### src/rtl/seq_div.sv
// seq_div: multi-cycle restoring divider producing one quotient bit per clock.
// A start in IDLE or DONE latches the operands. W shift/subtract steps run in
// BUSY. A final FINISH cycle then loads quot/rem/dz and raises the one-cycle
// done pulse. The results hold until the next done or reset.
// Optional feature: define SEQDIV_SIGNED_EN for two's complement operands
// (truncating division, remainder takes the dividend's sign).
module seq_div #(
    parameter int DATAWIDTH = 8
) (
    input  logic                 Clk,
    input  logic                 Rst,
    input  logic                 start,
    input  logic [DATAWIDTH-1:0] a,
    input  logic [DATAWIDTH-1:0] b,
    output logic                 busy,
    output logic                 done,
    output logic [DATAWIDTH-1:0] quot,
    output logic [DATAWIDTH-1:0] rem,
    output logic                 dz
);

    localparam int W  = DATAWIDTH;
    localparam int CW = $clog2(W + 1);

    // FINISH is the result-loading cycle between the last step and the done pulse
    typedef enum logic [1:0] {
        IDLE   = 2'd0,
        BUSY   = 2'd1,
        FINISH = 2'd2,
        DONE   = 2'd3
    } state_t;

    state_t         state;
    logic [W-1:0]   dividend;
    logic [W-1:0]   divisor;
    logic [W-1:0]   part_rem;
    logic [CW-1:0]  count;
    logic           div_zero;

    logic [W:0]     shifted;
    logic           fits;
    logic [W-1:0]   diff;
    logic [W-1:0]   a_mag;
    logic [W-1:0]   b_mag;
    logic [W-1:0]   q_final;
    logic [W-1:0]   r_final;

`ifdef SEQDIV_SIGNED_EN
    logic           neg_quot;
    logic           neg_rem;

    // Operand magnitudes and sign fix-up of the finished magnitudes
    always_comb begin
        a_mag   = a[W-1] ? (-a) : a;
        b_mag   = b[W-1] ? (-b) : b;
        q_final = neg_quot ? (-dividend) : dividend;
        r_final = neg_rem ? (-part_rem) : part_rem;
    end
`else
    // Unsigned operands pass straight through
    always_comb begin
        a_mag   = a;
        b_mag   = b;
        q_final = dividend;
        r_final = part_rem;
    end
`endif

    // One restoring step: bring in the next dividend bit and trial-subtract.
    // When the trial fits, the true difference is below the divisor, so the
    // low W bits of the subtraction are exact.
    always_comb begin
        shifted = {part_rem, dividend[W-1]};
        fits    = (shifted >= {1'b0, divisor});
        diff    = shifted[W-1:0] - divisor;
    end

    // Control FSM, datapath registers and registered outputs
    always_ff @(posedge Clk) begin
        if (Rst) begin
            state    <= IDLE;
            busy     <= 1'b0;
            done     <= 1'b0;
            quot     <= '0;
            rem      <= '0;
            dz       <= 1'b0;
            dividend <= '0;
            divisor  <= '0;
            part_rem <= '0;
            count    <= '0;
            div_zero <= 1'b0;
`ifdef SEQDIV_SIGNED_EN
            neg_quot <= 1'b0;
            neg_rem  <= 1'b0;
`endif
        end else begin
            done <= 1'b0;
            case (state)
                IDLE, DONE: begin
                    if (start) begin
                        divisor  <= b_mag;
                        part_rem <= '0;
                        count    <= CW'(W);
                        div_zero <= (b == '0);
`ifdef SEQDIV_SIGNED_EN
                        neg_quot <= a[W-1] ^ b[W-1];
                        neg_rem  <= a[W-1];
`endif
                        if (b == '0) begin
                            // Raw dividend is kept so it can be returned as rem
                            dividend <= a;
                            busy     <= 1'b0;
                            state    <= FINISH;
                        end else begin
                            dividend <= a_mag;
                            busy     <= 1'b1;
                            state    <= BUSY;
                        end
                    end else begin
                        busy  <= 1'b0;
                        state <= IDLE;
                    end
                end
                BUSY: begin
                    if (fits) begin
                        part_rem <= diff;
                        dividend <= {dividend[W-2:0], 1'b1};
                    end else begin
                        part_rem <= shifted[W-1:0];
                        dividend <= {dividend[W-2:0], 1'b0};
                    end
                    count <= count - 1'b1;
                    if (count == CW'(1)) begin
                        busy  <= 1'b0;
                        state <= FINISH;
                    end
                end
                FINISH: begin
                    if (div_zero) begin
                        quot <= '1;
                        rem  <= dividend;
                    end else begin
                        quot <= q_final;
                        rem  <= r_final;
                    end
                    dz    <= div_zero;
                    done  <= 1'b1;
                    busy  <= 1'b0;
                    state <= DONE;
                end
                default: begin
                    busy  <= 1'b0;
                    state <= IDLE;
                end
            endcase
        end
    end

endmodule

### config.mk
export PLATFORM = sky130hd
export DESIGN_NAME = seq_div
export DESIGN_NICKNAME = d
export VERILOG_FILES = /design/src/rtl/seq_div.sv
export SDC_FILE = /design/constraint.sdc
export NUM_CORES = 1
export LEC_CHECK = 0
export ABC_AREA = 1
export CAP_MARGIN = 5
export CORE_UTILIZATION = 49
export DETAILED_ROUTE_END_ITERATION = 8
export HOLD_SLACK_MARGIN = 0.12
export PLACE_DENSITY = 0.84
export SKIP_CTS_REPAIR_TIMING = 1
export SLEW_MARGIN = 20
export SYNTH_ARGS = -nofsm -noshare
export SYNTH_HDL_FRONTEND = slang
export SYNTH_SLANG_ARGS = --single-unit
export TNS_END_PERCENT = 30
### constraint.sdc
create_clock -name Clk -period 1.6 [get_ports Clk]
set_input_delay 0.4 -clock Clk [delete_from_list [all_inputs] [get_ports Clk]]
set_output_delay 0.4 -clock Clk [all_outputs]
set_load 0.01 [all_outputs]
==> summary.md <==
| Metric | Value |
|---|---|
| Status | `finished with violations` |
| Failing checks | `setup timing` |
| Overall Power | `6.86 mW` |
| Max Cap Viol | `0` |
| Gr usage total | `24.5%` |
| Final Cycle Share | `110%` |
| Fin nets | `473` |
| Final hold viol count | `0` |
| Post-route cell area | `between 0.003 and 0.004 mm2` |
| Synth top area share | `38.7%` |
| Filler cells | `380` |
| Chip width | `between 70 and 80 um` |
| Diode count | `0` |
| VDD IR max | `approximately 1.1 mV` |
| Startpoint Class | `register` |
| Critical-path top delay cell | `dfxtp_2` |
| Post-synth ARST share | `0%` |
| Die H | `74.6 um` |
| Hold_ws | `0.479 ns` |
| DIE AREA | `0.00557 mm2` |
| Crit Path Class | `reg -> reg` |
| Final worst setup slack | `-0.160 ns` |
| Yosys warnings | `0` |
| Grt total ovfl | `0` |
| DPL Wire Length | `4730 um` |
| 1st-iter DRT viols | `311` |
| EDFF count, synth | `0` |
| Cell area after synthesis | `0.00258 mm2` |
| Core Region | `0.00511 mm2` |
| Worst skew pair latency | `0.31 ns` |
| Antenna Nets Post-Route | `0` |
| Crit path max fanout | `5` |
| Crit. End Element | `register` |
| Pleak | `between 1.5 and 2 nW` |
| Worst Tran Pin Value | `0.342 ns` |
| Clock Skews | `0.00783 ns` |
| Post-synth net total | `398` |
| Post-route DRC | `0` |
| Placed cells | `about 500` |
| CTS Buf Count | `5` |
| Delay of the slowest critical-path stage | `approximately 0.33 ns` |
| Mapped Avg Cell Area | `7.06 um2` |
| Final std cells w/o fill | `512` |
| Clk pin slew, worst setup/hold paths | `0.11 ns` |
| Placed cell areas | `between 0.003 and 0.004 mm2` |
| Area Growth Syn to Fin | `42.5%` |
| Share of layout cells above drive strength 1 | `25.1%` |
| CP delay by family, top | `simple AND/OR/NAND/NOR gates` |
| Min Clock Period, post-route | `roughly 1.8 ns` |
| Initial Utilization | `roughly half` |
| Drt pass-1 iters | `5` |
| PD cells | `roughly 1900 mW/mm2` |
| Sequential fraction of the synthesis area | `38.7%` |
| Largest net degree at the start of global routing | `37` |
| I/O pins | `38` |
| H-tree level count | `2` |
| HP Class | `reg -> reg` |
| First-pass GRT wire length | `10400 um` |
| Vias in the first global route | `2319` |
| FP Rows | `26` |
| Initial antenna violation count | `0` |
| Count of cell types in the netlist | `29` |
| CTS tree | `done` |
| Worst slew margin | `77.2%` |
| Top FF cell, synth | `dfxtp_1` |
| Main area contributors after synthesis | `dfxtp_1 (39%), nand2_1 (15%), a21oi_1 (7.7%)` |
| Worst path required time | `1.85 ns` |
| Pins Over Slew Limit | `0` |
| Synth cell count leaders | `nand2_1 (102), dfxtp_1 (50), a21oi_1 (40), inv_1 (39), o21ai_0 (25)` |
| Buffers and inverters on the worst path | `4` |
| Count leader, synth | `nand2_1` |
| Leading area contributor after synthesis | `dfxtp_1` |
| Crit path DAT | `2.01 ns` |
| Total wire length | `7450 um` |
| Fmax | `roughly 570 MHz` |
| RSZ-0062 raised after global routing | `true` |
| Post-DR vias/cell | `~5.5` |
| Wire per inst | `14.6 um` |
| Clock root buffer | `clkbuf_8` |
| Worst path cell trace | `inv_2 > ha_4 > buf_4 > nand2_1 > inv_2 > nand3_4 > nand2_4 > nand2_4 > buf_4 > nand3b_1 > nand3_1 > a21oi_1` |
| Mapped Cells | `between 300 and 400` |
| Vias | `2794` |
| Port buffer count | `37` |
| Final setup fails | `8` |
| Clk buf depth | `2` |
| Post-synthesis register bit count | `50` |
| GP Congestion | `between 0.9 and 1` |
| CTS Sinks | `50` |
final cells by class:
class | instances | area (um2) | area share, %
inverters | 48 | 185 | 5.03
clock inverters | 3 | 28.8 | 0.782
multi-input cells | 257 | 1540 | 41.9
flip-flops and latches | 50 | 1020 | 27.6
well taps | 70 | 87.6 | 2.38
repair buffers | 79 | 753 | 20.5
clock buffers | 5 | 68.8 | 1.87
logic make-up (layout without fill, tap and decap cells):
logic type / count (synthesis) / in the layout / share of synthesized area (%)
flops: 50 / 50 / 38.7
buf+inv: 62 / 135 / 9.20
simple gates: 155 / 158 / 26.7
compound gates: 82 / 82 / 17.4
xor+xnor: 4 / 4 / 1.36
fa+ha+maj: 13 / 13 / 6.59
registers in the layout, indices dropped and copies added (netlist names):
name      count
dz            1
state         2
divisor       8
done          1
busy          1
quot          8
part_rem      8
dividend      8
rem           8
count         4
div_zero      1
worst paths after layout:
| path | start | to | slack, ns | cells past startpoint |
|---|---|---|---|---|
| hold reg to reg | divisor[4]$_SDFFE_PP0P_ | divisor[4]$_SDFFE_PP0P_ | 0.48 | 2 |
| setup / recovery | divisor[4]$_SDFFE_PP0P_ | part_rem[3]$_SDFFE_PP0P_ | -0.16 | 12 |
| hold / removal | divisor[4]$_SDFFE_PP0P_ | divisor[4]$_SDFFE_PP0P_ | 0.48 | 2 |
| setup reg to reg | divisor[4]$_SDFFE_PP0P_ | part_rem[3]$_SDFFE_PP0P_ | -0.16 | 12 |
where the power goes:
group | switching [mW] | internal [mW]
clock network | 0.478 | 0.325
logic | 2.37 | 1.81
registers | 0.273 | 1.61
total | 3.12 | 3.75
layer usage:
metal  wire, um  track usage (%)
met5          0                0
met4        176             8.39
met3        418             5.09
met2       3620             40.5
met1       3240             31.8
tightest hold or removal path: stages (launching register included):
cell and delay (ns):
dfxtp_2 0.33, inv_2 0.07, a21oi_1 0.06
per-stage QoR:
stage | setup slack (ns) | utilization [%] | setup TNS, ns
2_1_floorplan | 0.00918 | - | 0
3_3_place_gp | -0.117 | 64.0 | -1.18
3_5_place_dp | -0.190 | 64.0 | -2.66
4_1_cts | -0.167 | 65.9 | -1.52
5_1_grt | -0.192 | 72.1 | -1.24
6_report | -0.160 | 72.1 | -0.777
placed cells by master (no fill, tap or decap), drive strengths merged:
cell,count
clkinv,3
dfxtp,50
nand4,2
nor2,20
a31oi,9
inv,48
buf,42
nand3,21
nand3b,7
ha,12
nor3,1
nand2,107
dlymetal6s2s,19
a211oi,1
a21oi,40
fa,1
xor2,4
o21ai,28
clkdlybuf4s50,18
clkbuf,5
o211ai,3
o22ai,1
Note: power is estimated with default switching activity, not from simulation.
